[config.mk]
export PLATFORM = sky130hd
export DESIGN_NAME = pc_gen
export DESIGN_NICKNAME = d
export VERILOG_FILES = /design/src/rtl/rv_pkg.sv /design/src/rtl/pc_next_sel.sv /design/src/rtl/pc_gen.sv
export SDC_FILE = /design/constraint.sdc
export NUM_CORES = 1
export LEC_CHECK = 0
export CORE_MARGIN = 3
export CORE_UTILIZATION = 25
export CTS_CLUSTER_SIZE = 14
export DETAILED_ROUTE_END_ITERATION = 12
export GPL_ROUTABILITY_DRIVEN = 0
export PLACE_DENSITY = 0.62
export SYNTH_ARGS = -nofsm -noshare
export SYNTH_HDL_FRONTEND = slang
export SYNTH_SLANG_ARGS = --single-unit
[constraint.sdc]
create_clock -name clk -period 2.1 [get_ports clk]
set_input_delay 0.315 -clock clk [delete_from_list [all_inputs] [get_ports clk]]
set_output_delay 0.315 -clock clk [all_outputs]
set_load 0.1 [all_outputs]
[src/rtl/rv_pkg.sv]
// Shared RV32I front-end definitions: PC width, instruction size, default vectors
// and the fetch FSM state type used by pc_gen and pc_next_sel.
package rv_pkg;

   localparam int XLEN       = 32;
   localparam int ILEN_BYTES = 4;

   localparam logic [31:0] DEFAULT_RESET_VEC = 32'h0000_0000;
   localparam logic [31:0] DEFAULT_TRAP_VEC  = 32'h0000_0100;

   typedef enum logic [1:0] {
      BOOT = 2'd0,
      RUN  = 2'd1,
      HALT = 2'd2
   } pc_state_e;

endpackage

[src/rtl/pc_next_sel.sv]
// Combinational next-PC selection: trap > redirect (aligned) > sequential step > hold.
// Build option COMPRESSED_EN: 2-byte alignment and +2 steps for 16-bit instructions.
module pc_next_sel #(
   parameter int              XLEN     = rv_pkg::XLEN,
   parameter logic [XLEN-1:0] TRAP_VEC = rv_pkg::DEFAULT_TRAP_VEC
) (
   input  logic            enable,
   input  logic [XLEN-1:0] cur_pc,
   input  logic            trap_valid,
   input  logic            redirect_valid,
   input  logic [XLEN-1:0] redirect_pc,
   input  logic            accept,
   input  logic            fetch_is_rvc,
   output logic [XLEN-1:0] next_pc,
   output logic            misalign
);
   import rv_pkg::*;

`ifdef COMPRESSED_EN
   localparam int ALIGN_BITS = 1;
`else
   localparam int ALIGN_BITS = 2;
`endif

   localparam logic [XLEN-1:0] ALIGN_MASK =
      ~{{(XLEN-ALIGN_BITS){1'b0}}, {ALIGN_BITS{1'b1}}};

   logic [XLEN-1:0] aligned_target;
   logic            target_misaligned;
   logic [XLEN-1:0] step;
   logic [XLEN-1:0] seq_pc;

   assign aligned_target    = redirect_pc & ALIGN_MASK;
   assign target_misaligned = |redirect_pc[ALIGN_BITS-1:0];

`ifdef COMPRESSED_EN
   assign step = fetch_is_rvc ? XLEN'(2) : XLEN'(ILEN_BYTES);
`else
   logic unused_rvc;
   assign unused_rvc = fetch_is_rvc;
   assign step       = XLEN'(ILEN_BYTES);
`endif

   // Plain modulo-2^XLEN add: the top of the address space wraps silently to zero.
   assign seq_pc = cur_pc + step;

   always_comb begin
      next_pc  = cur_pc;
      misalign = 1'b0;
      if (enable) begin
         if (trap_valid) begin
            next_pc = TRAP_VEC;
         end else if (redirect_valid) begin
            next_pc  = aligned_target;
            misalign = target_misaligned;
         end else if (accept) begin
            next_pc = seq_pc;
         end
      end
   end

endmodule

[src/rtl/pc_gen.sv]
// Program-counter generator for the RV32I fetch stage: BOOT/RUN/HALT FSM, PC and
// sequence-tag registers, valid/ready fetch handshake. Build option: COMPRESSED_EN.
module pc_gen #(
   parameter int              XLEN      = rv_pkg::XLEN,
   parameter logic [XLEN-1:0] RESET_VEC = rv_pkg::DEFAULT_RESET_VEC,
   parameter logic [XLEN-1:0] TRAP_VEC  = rv_pkg::DEFAULT_TRAP_VEC,
   parameter int              SEQ_W     = 4
) (
   input  logic             clk,
   input  logic             rst,
   input  logic             stall,
   input  logic             redirect_valid,
   input  logic [XLEN-1:0]  redirect_pc,
   input  logic             trap_valid,
   input  logic             halt_req,
   input  logic             resume,
   input  logic             fetch_ready,
   input  logic             fetch_is_rvc,
   output logic             fetch_valid,
   output logic [XLEN-1:0]  fetch_pc,
   output logic [SEQ_W-1:0] fetch_seq,
   output logic             misalign_err,
   output logic             halted
);
   import rv_pkg::*;

   pc_state_e       state, state_next;
   logic            accept;
   logic            sel_enable;
   logic [XLEN-1:0] next_pc;
   logic            next_misalign;

   assign fetch_valid = (state == RUN);
   assign halted      = (state == HALT);
   assign accept      = fetch_valid & fetch_ready & ~stall;
   assign sel_enable  = (state != BOOT);

   pc_next_sel #(
      .XLEN     (XLEN),
      .TRAP_VEC (TRAP_VEC)
   ) u_next_sel (
      .enable         (sel_enable),
      .cur_pc         (fetch_pc),
      .trap_valid     (trap_valid),
      .redirect_valid (redirect_valid),
      .redirect_pc    (redirect_pc),
      .accept         (accept),
      .fetch_is_rvc   (fetch_is_rvc),
      .next_pc        (next_pc),
      .misalign       (next_misalign)
   );

   // Halt waits for the outstanding request to be taken by imem; a trap wakes HALT.
   always_comb begin
      state_next = state;
      unique case (state)
         BOOT: state_next = RUN;
         RUN: begin
            if (halt_req && (fetch_ready || !fetch_valid)) begin
               state_next = HALT;
            end
         end
         HALT: begin
            if (trap_valid || resume) begin
               state_next = RUN;
            end
         end
         default: state_next = BOOT;
      endcase
   end

   always_ff @(posedge clk) begin
      if (rst) begin
         state        <= BOOT;
         fetch_pc     <= RESET_VEC;
         fetch_seq    <= '0;
         misalign_err <= 1'b0;
      end else begin
         state        <= state_next;
         fetch_pc     <= next_pc;
         fetch_seq    <= fetch_seq + SEQ_W'(accept);
         misalign_err <= next_misalign;
      end
   end

endmodule

==> metrics.md <==
| Metric | Value |
|---|---|
| Setup Skew | 0.00442 ns |
| Share of the synthesized area in the top cell type | between 30% and 40% |
| Mapped cell area | about 2300 um^2 |
| Multi-input gate area | between 1000 and 1500 um^2 |
| Storage cell area | about 820 um^2 |
| Leading post-synthesis cells by cell area | dfxtp_1 33%, nand2_1 4.8%, nor2_1 4.5%, a22oi_1 3.6%, nand3_1 3.3% |
| Avg Vias per Cell | roughly 5.3 |
| Crit Path Max Fanout | 4 |
| P&R area growth vs syn | 55.6% |
| R2R Setup Slk | approximately 0.13 ns |
| DRC violations left | 0 |
| H-tree depth | 2 |
| Initial antenna violation count | 0 |
| CTS Sinks | 37 |
| DR iter-0 viols | 195 |
| WP data arrival | roughly 2.2 ns |
| # placed instances | 496 |
| HP Class | reg -> reg |
| Synth unique cells | 50 |
| Primary FF master, synth | dfxtp_1 |
| Worst path cell trace | nand4_1, or4_4, or3_1, or4_1, nand4_1 |
| Detailed Routing Iterations Pass 1 | 5 |
| # rows | 34 |
| FF+latch count, synth | 37 |
| Number of routed nets with antenna violations | 0 |
| Worst EP required | between 2 and 2.5 ns |
| Cell mode on critical path | nand4_1 |
| Fin crit share | 93.7% |
| CP startpoint kind | register |
| Wire per inst | 17.0 um |
| Worst-path clk slew | 0.07 ns |
| Vias in the first global route | 2581 |
| Starting density of the core | between 20% and 30% |
| Cells after synthesis | about 290 |
| Layout Nets | approximately 440 |
| Fmax achieved | 508 MHz |
| Share of layout cells above drive strength 1 | between 20% and 30% |
| Fin util | 40.2% |
| Dpl hpwl | between 6000 and 7000 um |
| Family with the most delay on the worst path | simple AND/OR/NAND/NOR gates |
| Maximum VDD drop | between 0.2 and 0.3 mV |
| Min-Delay Path Depth | 1 |
| First-pass GRT wire length | approximately 13000 um |
| Mapped Avg Cell Area | around 7.7 um^2 |
| Layout Cells excl Fill | just over 500 |
| Die area | 10200 um^2 |
| Most frequent cell after synthesis | dfxtp_1 |
| Pwr dens | about 560 nW/um^2 |
| I/O pin count | 80 |
| Setup WS post-layout | approximately 0.13 ns |
| Placed Area | 3390 um^2 |
| Fill cell count | approximately 900 |
| Total Wirelength | around 8600 um |
| Die X | between 100 and 150 um |
| Post-synth EDFFs | 0 |
| Max clock buf depth | 2 |
| Final hold vios | 0 |
| Die Height | between 100 and 150 um |
| Place WS | -0.0452 ns |
| TritonCTS clock tree | done |
| Synth async-reset ratio | 0% |
| Top post-synthesis cells by count | 37 x dfxtp_1, 29 x nand2_1, 27 x nor2_1, 15 x nand3_1, 15 x o21ai_0 |
| Element type at the critical path end | register |
| CTS root buffer | clkbuf_8 |
| Final setup viols | 0 |
| Worst-skew pair later-pin latency | slightly below 0.3 ns |
| Yosys warning total | 0 |
| Tmin final | 1.97 ns |
| Placeable Area | roughly 8800 um^2 |
| WS Path Type | reg -> reg |
| Maxcap violations | 0 |
| I/O Buffers | 76 |
| Highest-delay cell along the critical path | or4_4 |
| Largest net degree at the start of global routing | 33 |
| P_leak | ~0.0014 uW |
| Max Slew Vio Count | 0 |
| Synth area leader | dfxtp_1 |
| Vias post-DR | approximately 2700 |
| RSZ-0062 raised after global routing | no |
| GR Overflow Total | 0 |
| Sequential-to-total area share from yosys stat | approximately a third |
| Critical path buffers and inverters | 0 |
| Ant diodes | 0 |
| CP Depth | 5 |
| Outcome | finished, final reports clean |
| CTS buffer count | 5 |
| Fin area | roughly 3500 um^2 |
| Max stage delay on crit path | about 0.55 ns |
| Fin Setup TNS | 0 ns |
| R2R cell count | 5 |
| Global Route Usage Sum | 16.5% |
[sequential cells by signal, indices dropped and copies added (netlist names)]
name          cells
fetch_seq         4
state             2
misalign_err      1
fetch_pc         30
[worst reg2reg max path, stage by stage (launching register included)]
cell and delay, ns:
dfxtp_4 0.37, nand4_1 0.14, or4_4 0.55, or3_1 0.34
or4_1 0.40, nand4_1 0.10
[report_power, final]
group | total, uW | internal (uW) | switching (uW)
clock network | 615 | 351 | 264
logic | 600 | 205 | 395
registers | 768 | 719 | 49.6
[kinds of logic (layout without fill, tap and decap cells)]
group                    count (synthesis)  in the layout  share of synthesized area, %
AND/OR/NAND/NOR                        141            141                          33.5
flip-flops                              37             37                          32.7
other                                    1              2                         0.166
AO/OA/AOI/OAI                           74             74                          22.5
XOR/XNOR                                 9              9                          3.48
multiplexers                             3              3                          1.33
buffers and inverters                   25            127                          4.64
adder cells (fa/ha/maj)                  3              3                          1.66
[final cells by class]
type,count,area share (%)
clock inverter,2,0.959
timing repair buffer,111,27.8
clock buffer,6,2.06
sequential,37,23.3
inverter,8,0.852
tap,108,3.84
multi-input combinational,232,41.2
[layer usage]
metal | vias up | GRT usage, % | part of all wire (%)
met1 | 1244 | 22.8 | 44
met4 | 0 | 4.70 | 1.6
li1 | 1307 | - | -
met3 | 13 | 3.31 | 8.7
met2 | 115 | 26.1 | 45
met5 | - | 0 | 0
[layout by cell type, fill, tap and decap left out, drive strengths merged, types with 3 or more instances in the layout]
| cell type | count |
|---|---|
| and3 | 4 |
| xnor2 | 5 |
| a22oi | 11 |
| a31oi | 3 |
| or4 | 4 |
| nor3 | 12 |
| nand3 | 15 |
| dfxtp | 37 |
| or3 | 4 |
| xor2 | 4 |
| inv | 8 |
| a221o | 4 |
| o32ai | 5 |
| nor4 | 12 |
| clkbuf | 6 |
| nor2b | 10 |
| ha | 3 |
| nand2b | 3 |
| o22ai | 5 |
| a21oi | 13 |
| o21ai | 15 |
| nand4 | 12 |
| mux2i | 3 |
| nor2 | 27 |
| clkdlybuf4s50 | 39 |
| buf | 72 |
| nand2 | 29 |
| nor3b | 4 |
[stage by stage]
stage | power (uW) | hold slack, ns
2_1_floorplan | 1160 | 0.424
3_3_place_gp | 1380 | 0.482
3_5_place_dp | 1380 | 0.498
4_1_cts | 2000 | 0.511
5_1_grt | 2060 | 0.537
6_report | 1980 | 0.510
[path summary, 6_finish.rpt]
kind                       startpoint                         to
max          fetch_pc[8]$_SDFFE_PP0P_  fetch_pc[19]$_SDFFE_PP0P_
min          fetch_pc[2]$_SDFFE_PP0P_   fetch_pc[2]$_SDFFE_PP0P_
max reg2reg  fetch_pc[8]$_SDFFE_PP0P_  fetch_pc[19]$_SDFFE_PP0P_
min reg2reg  fetch_pc[2]$_SDFFE_PP0P_   fetch_pc[2]$_SDFFE_PP0P_
[timing repair]
item,4_1_cts,5_1_grt
setup buffers,0,0
resized for setup,0,5
endpoints found under the setup margin,0,4
hold buffers,0,0
Power figures use the tool's default switching activity.
==> variant (same settings) <==
The 3 states of `pc_state_e` get a one-hot encoding in 3 bits.
--- a/src/rtl/rv_pkg.sv
+++ b/src/rtl/rv_pkg.sv
@@ -9,8 +9,8 @@
    localparam logic [31:0] DEFAULT_TRAP_VEC  = 32'h0000_0100;
 
-   typedef enum logic [1:0] {
-      BOOT = 2'd0,
-      RUN  = 2'd1,
-      HALT = 2'd2
+   typedef enum logic [2:0] {
+      BOOT = 3'b001,
+      RUN  = 3'b010,
+      HALT = 3'b100
    } pc_state_e;
 
Check against the original RTL: same outputs for any inputs over 10 cycles, from zero or initial values and one cycle with rst high; not proved beyond that.
==> variant against the unedited design <==
- setup slack lost 0.012 ns
- via count up 4.1%
- area after synthesis is 10% higher
- clock skew increased by 0.0042 ns
- sequential power is 12% higher
- clock power fell by 19%
- total power rose by 18%
- global-route usage fell by 1.3 points
- final area grew 2.0%
- worst hold slack worse by 0.0051 ns
- wire length is essentially flat
- sequential cell count up 1
- critical endpoint is now fetch_pc[28]
- critical path depth is the same
- highest routed layer unchanged
- sequential share of layout area about the same
==> variant: results <==
[final_layout]
buf_share_pct = 25.8
multi_input_gates = 245
seq-cell-share_pct = 23.3
reg.largest.list = fetch_pc x30, fetch_seq x4, state x3
clk_share_pct = 2.26
synthToLayoutAreaGrowth_pct = 43.9
buffers_excl_clock = 107
seq_area_um2 = 837
n_antenna_cell = 0
num-fill-cells = 1005
seq_cells = 38
nets = 447
nNonClkInverters = 6
stdcell_count = 533
multi_input_area_share_pct = 43.6
drive_gt1_share_pct = 28.5

[route]
initialDrtViolationCount = 150
drt-wirelength-per-cell_um = 16.1
firstDrtPassIters = 6
vias_per_cell = 5.23

[yosys]
ys_seq_area_share_pct = 30.5
yosys.area_share.xor_xnor_pct = 2.81
synthAdderAreaFrac_pct = 1.50
synth_area_per_cell_um2 = 8.03
synth.area.top_cells = dfxtp_1 30%, nand2_1 4.5%, nor2_1 3.9%
synthMuxAreaShare_pct = 1.20
synth_compound_area_share_pct = 27.3
synth_common_cells = 38 x dfxtp_1, 30 x nand2_1, 26 x nor2_1, 18 x a21oi_1, 14 x o21ai_0
yosysUniqueCellTypes = 59

[run_status]
status = finished, final reports clean

[clocking]
cts_hold_buf = 0
postCtsResizedCells = 0

[global_route]
grt_pass1_vias = 2634
grt_pass1_wl_mm = 13.8
grt_util_all_layers_pct = 15.2
grt_max_degree = 23

[timing]
worst_hold_slack_ns = 0.505
fin_crit_sh_pct = 94.3
finalClockSkew_ns = 0.00857

[setup_path]
slowest_delay_ns = 0.53
critical_path_arrival_ns = 2.16
cp_max_fo = 6
crit_start = fetch_pc[19]
reg2reg_setup_slack_ns = 0.12
r2r_end = fetch_pc[28]
crit_slowest_cell = or4_4

[power]
peakVddDrop_mv = 0.303
p_leak_nw = 1.42

[placed_design]
post-place-ws_ns = -0.115
placed_cell_area_um2 = 3510
dp_hpwl_mm = 6.53

[worst_hold_path]
min_from = fetch_pc[2]
worstHoldEndpoint = fetch_pc[2]
==> variant: cell types whose count changed after synthesis, sizes merged, moves of 5 or more <==
cell	delta
and4	+7
buf	+5
nor2b	-5
a21o	+6
and2	+9
nor4	-6
a21oi	+5
nand3	-7
==> variant: report_power, final <==
group | switching, W | leakage [nW] | internal (W)
clock | 0.000272 | 0.0426 | 0.000229
sequential | 0.0000891 | 0.326 | 0.000770
combinational | 0.000634 | 1.05 | 0.000341
total | 0.000995 | 1.42 | 0.00134
==> variant: layer usage <==
metal / GRT usage (%) / vias up / share of wire [%]
li1: - / 1349 / -
met1: 21.4 / 1322 / 46
met2: 23.5 / 113 / 45
met3: 3.16 / 6 / 7.7
met4: 4.07 / 0 / 0.79
met5: 0 / - / 0
